--- src/rtl/bbox_scan_traverser.sv ---
// Triangle bounding-box generator with screen clamping and a row-major pixel walker.
// One triangle per handshake; pixels stream out over valid/ready, done pulses at the end.
module bbox_scan_traverser #(
   parameter int COORD_W = 16,
   parameter int FRAC_W  = 8,
   parameter int RES_W   = 12
) (
   input  logic                              clk,
   input  logic                              rst,
   input  logic [RES_W-1:0]                  resx,
   input  logic [RES_W-1:0]                  resy,
   input  logic                              in_valid,
   output logic                              in_ready,
   input  logic signed [COORD_W+FRAC_W-1:0]  pa_x,
   input  logic signed [COORD_W+FRAC_W-1:0]  pa_y,
   input  logic signed [COORD_W+FRAC_W-1:0]  pb_x,
   input  logic signed [COORD_W+FRAC_W-1:0]  pb_y,
   input  logic signed [COORD_W+FRAC_W-1:0]  pc_x,
   input  logic signed [COORD_W+FRAC_W-1:0]  pc_y,
   output logic                              out_valid,
   input  logic                              out_ready,
   output logic [RES_W-1:0]                  out_x,
   output logic [RES_W-1:0]                  out_y,
   output logic                              out_last,
   output logic [RES_W-1:0]                  bb_left,
   output logic [RES_W-1:0]                  bb_right,
   output logic [RES_W-1:0]                  bb_top,
   output logic [RES_W-1:0]                  bb_bottom,
   output logic                              bb_empty,
   output logic                              done
);

   localparam int CW = COORD_W + FRAC_W;
   localparam int EW = COORD_W + 1;

   typedef logic signed [CW-1:0] coord_t;
   typedef logic signed [EW-1:0] int_t;
   typedef logic [RES_W-1:0]     pix_t;
   typedef enum logic [1:0] {S_IDLE, S_CALC, S_SCAN} state_t;

   localparam logic signed [CW:0] RND  = {{(CW+1-FRAC_W){1'b0}}, {FRAC_W{1'b1}}};
   localparam int_t               ZERO = '0;
   localparam int_t               ONE  = int_t'(1);

   function automatic coord_t min3(input coord_t a, input coord_t b, input coord_t c);
      coord_t m;
      m = (a < b) ? a : b;
      return (c < m) ? c : m;
   endfunction

   function automatic coord_t max3(input coord_t a, input coord_t b, input coord_t c);
      coord_t m;
      m = (a > b) ? a : b;
      return (c > m) ? c : m;
   endfunction

   function automatic int_t floor_int(input coord_t v);
      return {v[CW-1], v[CW-1:FRAC_W]};
   endfunction

   // Widened by one bit so the rounding add cannot wrap near the positive limit.
   function automatic int_t ceil_int(input coord_t v);
      logic signed [CW:0] s;
      s = {v[CW-1], v} + RND;
      return s[CW:FRAC_W];
   endfunction

   function automatic int_t res_ext(input pix_t r);
      return {{(EW-RES_W){1'b0}}, r};
   endfunction

   function automatic logic axis_empty(input int_t lo, input int_t hi, input int_t res);
      return (hi < ZERO) || (lo > (res - ONE)) || (res == ZERO);
   endfunction

   function automatic pix_t clamp_lo(input int_t lo);
      return (lo < ZERO) ? '0 : lo[RES_W-1:0];
   endfunction

   function automatic pix_t clamp_hi(input int_t hi, input int_t res);
      int_t lim;
      lim = res - ONE;
      return (hi > lim) ? lim[RES_W-1:0] : hi[RES_W-1:0];
   endfunction

   state_t r_state, w_state_nxt;
   coord_t r_ax, r_ay, r_bx, r_by, r_cx, r_cy;
   pix_t   r_resx, r_resy;
   pix_t   r_x, r_y, r_left, r_right, r_top, r_bottom;
   logic   r_empty;

   int_t   w_xlo, w_xhi, w_ylo, w_yhi, w_rxe, w_rye;
   logic   w_empty, w_fire_in, w_fire_out, w_at_right, w_at_bottom, w_last;

   assign w_xlo = floor_int(min3(r_ax, r_bx, r_cx));
   assign w_xhi = ceil_int(max3(r_ax, r_bx, r_cx));
   assign w_ylo = floor_int(min3(r_ay, r_by, r_cy));
   assign w_yhi = ceil_int(max3(r_ay, r_by, r_cy));
   assign w_rxe = res_ext(r_resx);
   assign w_rye = res_ext(r_resy);
   assign w_empty = axis_empty(w_xlo, w_xhi, w_rxe) || axis_empty(w_ylo, w_yhi, w_rye);

   assign w_fire_in   = in_valid && in_ready;
   assign w_fire_out  = out_valid && out_ready;
   assign w_at_right  = (r_x == r_right);
   assign w_at_bottom = (r_y == r_bottom);
   assign w_last      = w_at_right && w_at_bottom;

   assign out_x     = r_x;
   assign out_y     = r_y;
   assign out_last  = (r_state == S_SCAN) && w_last;
   assign bb_left   = r_left;
   assign bb_right  = r_right;
   assign bb_top    = r_top;
   assign bb_bottom = r_bottom;
   assign bb_empty  = r_empty;

   always_comb begin
      w_state_nxt = r_state;
      in_ready    = 1'b0;
      out_valid   = 1'b0;
      done        = 1'b0;
      case (r_state)
         S_IDLE: begin
            in_ready = !rst;
            if (in_valid && !rst) w_state_nxt = S_CALC;
         end
         S_CALC: begin
            if (w_empty) begin
               done        = 1'b1;
               w_state_nxt = S_IDLE;
            end else begin
               w_state_nxt = S_SCAN;
            end
         end
         S_SCAN: begin
            out_valid = 1'b1;
            if (out_ready && w_last) begin
               done        = 1'b1;
               w_state_nxt = S_IDLE;
            end
         end
         default: w_state_nxt = S_IDLE;
      endcase
   end

   always_ff @(posedge clk) begin
      if (rst) r_state <= S_IDLE;
      else     r_state <= w_state_nxt;
   end

   // Triangle capture: data only, qualified by the handshake.
   always_ff @(posedge clk) begin
      if (w_fire_in) begin
         r_ax   <= pa_x;
         r_ay   <= pa_y;
         r_bx   <= pb_x;
         r_by   <= pb_y;
         r_cx   <= pc_x;
         r_cy   <= pc_y;
         r_resx <= resx;
         r_resy <= resy;
      end
   end

   // Box registration at the end of CALC, then the row-major walk.
   always_ff @(posedge clk) begin
      if (rst) begin
         r_x      <= '0;
         r_y      <= '0;
         r_left   <= '0;
         r_right  <= '0;
         r_top    <= '0;
         r_bottom <= '0;
         r_empty  <= 1'b0;
      end else if (r_state == S_CALC) begin
         r_empty  <= w_empty;
         r_left   <= clamp_lo(w_xlo);
         r_right  <= clamp_hi(w_xhi, w_rxe);
         r_top    <= clamp_lo(w_ylo);
         r_bottom <= clamp_hi(w_yhi, w_rye);
         r_x      <= clamp_lo(w_xlo);
         r_y      <= clamp_lo(w_ylo);
      end else if (r_state == S_SCAN && w_fire_out && !w_last) begin
         if (!w_at_right) begin
            r_x <= r_x + 1'b1;
         end else begin
            r_x <= r_left;
            r_y <= r_y + 1'b1;
         end
      end
   end

endmodule

--- config.mk ---
export PLATFORM = sky130hd
export DESIGN_NAME = bbox_scan_traverser
export DESIGN_NICKNAME = d
export VERILOG_FILES = /design/src/rtl/bbox_scan_traverser.sv
export SDC_FILE = /design/constraint.sdc
export NUM_CORES = 1
export LEC_CHECK = 0
export ABC_AREA = 0
export CAP_MARGIN = 25
export CORE_MARGIN = 3
export CORE_UTILIZATION = 45
export CTS_CLUSTER_DIAMETER = 80
export DETAILED_ROUTE_END_ITERATION = 7
export GPL_TIMING_DRIVEN = 0
export PLACE_DENSITY = 0.75
export SLEW_MARGIN = 0
export SYNTH_ARGS = -nofsm -noshare
export SYNTH_HDL_FRONTEND = slang
export SYNTH_SLANG_ARGS = --single-unit
--- constraint.sdc ---
create_clock -name clk -period 18.1 [get_ports clk]
set_clock_uncertainty 0.15 [all_clocks]
set_input_delay 2.715 -clock clk [delete_from_list [all_inputs] [get_ports clk]]
set_output_delay 2.715 -clock clk [all_outputs]
set_load 0.02 [all_outputs]
======== Word level (Yosys, flattened, before mapping) ========
Cells that the tools add are included.
word-level totals
  bits in registers ....................... 243
  output and inout bits ................... 77
  word-level logic and storage cells ...... 93
cells by class
  add/sub/neg operators ................... 6
  $lt $le $gt $ge ......................... 16
  equality and inequality tests ........... 6
  multiplexer cells ....................... 27
  reduce and logical (&&, ||, !) cells .... 22
operators with widths
  operator               number
  $mux 24                8
  $mux 12                10
  $gt 24x24->1           4
  $lt 24x24->1           4
  $add 24x9->25 const B  2
  $gt 17x13->1           2
  $logic_not 17->1       2
  $lt 17x1->1 const B    2
  $gt 16x13->1           2
  $lt 16x1->1 const B    2
  $sub 12x1->13 const B  2
  $add 12x1->12 const B  2
  $eq 12x12->1           2
  $logic_and 1x1->1      8
  $mux 2                 3
  $pmux 2 s3             1
  $logic_or 1x1->1       5
  $mux 1                 4
  $reduce_and 2->1       2
  $reduce_bool 2->1      2
  $eq 2x1->1 const B     1
  $eq 2x2->1 const B     1
  $logic_not 1->1        2
  $logic_not 2->1        1
  other kinds (3)        3

======== Depth between registers and ports, before layout ========
  word-level depth ........................ 11
  mapped depth ............................ 42
  gate-level depth less buffers ........... 36

======== Worst setup path after synthesis ========
No wires, ideal clock.
  kind .................................... reg2out
  start point ............................. register r_ax[23]
  end point ............................... output port done
  data arrival time ....................... 6.883 ns
  slack ................................... 8.352 ns
  stages on the path, launching flop included .. 39
  buffers on the path ..................... 4
  cell sequence ........................... edfxtp_1 > ha_1 > buf_4 > nand4_4 > nor4_4 > nand2_1 > o21ba_2 > o21ai_0 > o21ai_1 > clkbuf_1 > mux2_2 > inv_1 > ha_1 > a21o_1 > a21o_1 > a21o_1 > a21oi_1 > nor2b_1 > [3 not listed] > nor3_1 > o22ai_1 > buf_2 > clkbuf_1 > o21ai_0 > ha_1 > nor2b_1 > o21a_1 > o21a_1 > o21a_1 > o21a_1 > o21ai_0 > nand4_1 > nand3_1 > and4_1 > o211ai_1 > nand2_1 > a21boi_1
on the way
  cells in the longest elaborated chain, start to end .. 11
  elaborated cells on any way between the ends .. 16
  classes of those cells .................. add/sub (1); order compare (6); mux (6); reduce/logical (3)
RTL lines
  element                           line  source
  start: declaration                87    coord_t r_ax, r_ay, r_bx, r_by, r_cx, r_cy;
  start signal: assignment          155   r_ax <= pa_x;
  $gt 24x24->1                      53    m = (a > b) ? a : b;
  $mux 24                           53
  $gt 24x24->1                      54    return (c > m) ? c : m;
  $mux 24                           54
  $add 24x9->25                     64    s = {v[CW-1], v} + RND;
  $lt 17x1->1                       73    return (hi < ZERO) || (lo > (res - ONE)) || (res == ZERO);
  $logic_or 1x1->1 * (2 in series)  73
  $logic_or 1x1->1 *                101   assign w_empty = axis_empty(w_xlo, w_xhi, w_rxe) || axis_empty(w_ylo, w_yhi, w_rye);
  $mux 1 *                          129   if (w_empty) begin
  $pmux 1 s2 *                      123   case (r_state)
  end: declaration                  30    output logic done
Every way passes the cells marked *; elsewhere a longest branch is shown, timed or not.

======== Worst setup path after layout ========
Ends and elaborated chain as after synthesis.

==> out/results.ini <==
[pwr]
seqPwrFrac_pct=36.8
power_density_nw_per_um2=85.3
swShare_pct=33.2
ir_drop_mv=0.0795
finalPower_uw=1840
netSwitchingPower_uw=611
p_leak_uw=0.00853
p_int_uw=1230
combPwrFrac_pct=31.5
pwr-share-clk_pct=31.7

[layout]
syn_to_final_growth_pct=23.8
utilization_pct=56.9
multi_input_area_um2=10200
fill_cells=3328
fin_area_um2=21600
drive_above_1_share_pct=5.38
final-instance-count-excl-fill=2649
seq_area_um2=6550
num-nets-final=2501

[sta]
rsz0062_at_grt=false
setup_viol=0
slew_violations=0
finalCritPeriodShare_pct=71.7
fin_crit_ns=12.98
slew_headroom_pct=34.2
worstMarginPinSlew_ns=0.985
finalSetupTns_ns=0
fmax_mhz=77.0
hold_viol_final=0

[logic_synthesis]
muxShareOfSynthArea_pct=7.45
synthArstFlopShare_pct=0
synth_nets=2221
synth_flop_cell=edfxtp_1
ys_top_cells_by_area=edfxtp_1 29%, ha_1 15%, dfxtp_1 8.6%
syn_area_um2=17400
ys_warn_count=0
ys_types=76
synth-seq-cells=243
synth_top_family_by_area=simple AND/OR/NAND/NOR gates
synth_edf_count=168
synth_compound_area_share_pct=14.8
yosys.area.top_type=edfxtp_1
synthXorXnorAreaFrac_pct=4.82
yosys.area_share.simple_pct=16.0
yosysSeqAreaShare_pct=37.6
avgSynthCellArea_um2=9.50
yosysMostFrequentCell=ha_1
synth_top_area_share_pct=28.9
synth_cells=1834
synthTopCellsByCount=215 x ha_1, 181 x nand2_1, 168 x edfxtp_1
synthAdderAreaFrac_pct=15.4

[floorplan]
io_pins=249
fp.dieH_um=203
coreArea_um2=37900
num_rows=71
start_util_pct=45.9
fp.dieArea_um2=41100
die_x_um=203

[clock_network]
clock_path_buffers=3
tritoncts=built
cts_hold_buf=0
clock_sinks=243
cts.htree.levels=1
clk_pin_slew_ns=0.06
cts_setup_buffers=0
numCtsBuffers=28
cts_resized=0
root_buffer=clkbuf_16
clkLatencyLatePin_ns=0.56

[place]
io_buffers=247
place_hpwl_mm=45.1
placed_area_um2=20600
routabilityCongestion=0.973
dp_cells=2595

[detailed_routing]
ant_nets=0
first_pass_iters=6
drc=0
viasPerCell=5.86
drt_wl_total_mm=55.2
wl_per_cell_um=20.9
num_vias=15500
drt-initial-drc-count=1356

[setup_path]
worstPathArrival_ns=10.12
critPathMaxStageDelay_ns=0.68
criticalPathCategory=flip-flop to output pin
reg2regPathDepth=33
endpoint_kind=output pin
slowest_stage=o22ai_1
crit_fanout=10
start_kind=flip-flop
cp.required_ns=15.24

[status]
outcome=complete, no violations

[global_routing]
use_met3_pct=4.86
grt_pass1_wl_mm=84.6
grt-busiest-layer=met2
grt_overflow=0
grt_pass1_vias=15400
met2_usage_pct=43.0
grt_util_met1_pct=34.4
grt_start_max_net_pins=75
grtUsageTotal_pct=26.0
antenna_found_initial=3

[hold_path]
hold_path.class=flip-flop to flip-flop
hold_path_depth=2

[run]
cap_viol_max_count=0

## registers in the layout, summed over array words and instances (netlist names)
register	flops
bb_bottom	12
out_x	12
r_by	24
r_resx	12
r_ay	24
r_ax	24
r_resy	12
bb_left	12
r_bx	24
out_y	12
bb_empty	1
bb_top	12
r_state	2
bb_right	12
r_cx	24
r_cy	24
## final timing paths
path	slack (ns)	from	endpoint
max	5.12	r_ax[23]	done
min	0.32	bb_top[10]	bb_top[10]
max reg2reg	7.64	r_ay[17]	bb_bottom[8]
min reg2reg	0.32	bb_top[10]	bb_top[10]
## cells in the final DEF, fill, tap and decap left out, types with 24 or more instances in the layout
cell type / instances
clkdlybuf4s50_1: 247
ha_1: 215
nand2_1: 181
edfxtp_1: 168
a21oi_1: 144
nor2_1: 131
inv_1: 109
mux2i_1: 90
o21ai_0: 81
dfxtp_1: 75
xnor2_1: 61
clkbuf_1: 56
nand4_1: 52
nand3_1: 41
nor3_1: 38
xor2_1: 35
mux2_2: 34
a21o_1: 33
clkbuf_16: 31
nor4_1: 28
o21a_1: 24
## routing by layer
| metal | part of all wire [%] | up-vias |
|---|---|---|
| met3 | 7.8 | 129 |
| met4 | 3.7 | 2 |
| li1 | - | 7359 |
| met1 | 42 | 7363 |
| met2 | 46 | 665 |
| met5 | 0.036 | - |
## cell type report
type	instances	area share [%]
clock buffers	39	3.83
clock inverters	13	0.667
repair buffers	250	11.7
plain buffers	66	1.25
well taps	511	2.96
inverters	109	1.90
multi-input cells	1416	47.3
diodes	2	0.0232
flip-flops and latches	243	30.3
## worst max-delay path: cells and delay by family, from the launching register on
kind / cells / cell delay [ns]
DFF: 1 / 0.43
buffers and inverters: 6 / 2.15
AOI/OAI and AO/OA: 18 / 3.91
muxes: 1 / 0.46
adders and majority gates: 3 / 0.87
and+or+nand+nor: 12 / 1.74
## power by group through the flow
| stage | Sequential (uW) | Clock (uW) | Combinational (uW) |
|---|---|---|---|
| 5_1_grt | 681 | 618 | 636 |
| 4_1_cts | 677 | 595 | 571 |
| 3_3_place_gp | 692 | 0 | 547 |
| 6_report | 678 | 583 | 579 |
| 2_1_floorplan | 695 | 0 | 352 |
| 3_5_place_dp | 688 | 0 | 568 |
## through the flow
stage	setup WS, ns	hold slack [ns]
floorplan	8.35	0.350
global placement	6.11	0.292
detailed placement	5.99	0.299
CTS	5.39	0.318
global route	4.54	0.353
finish	5.12	0.318
## logic make-up (layout without fill, tap and decap cells)
family | count (synthesis) | after routing
flip-flops | 243 | 243
multiplexers | 125 | 125
buffers and inverters | 175 | 477
adder cells (fa/ha/maj) | 215 | 215
AND/OR/NAND/NOR | 570 | 570
AO/OA/AOI/OAI | 410 | 410
other | 0 | 2
XOR/XNOR | 96 | 96
(Power assumes the default switching activity.)
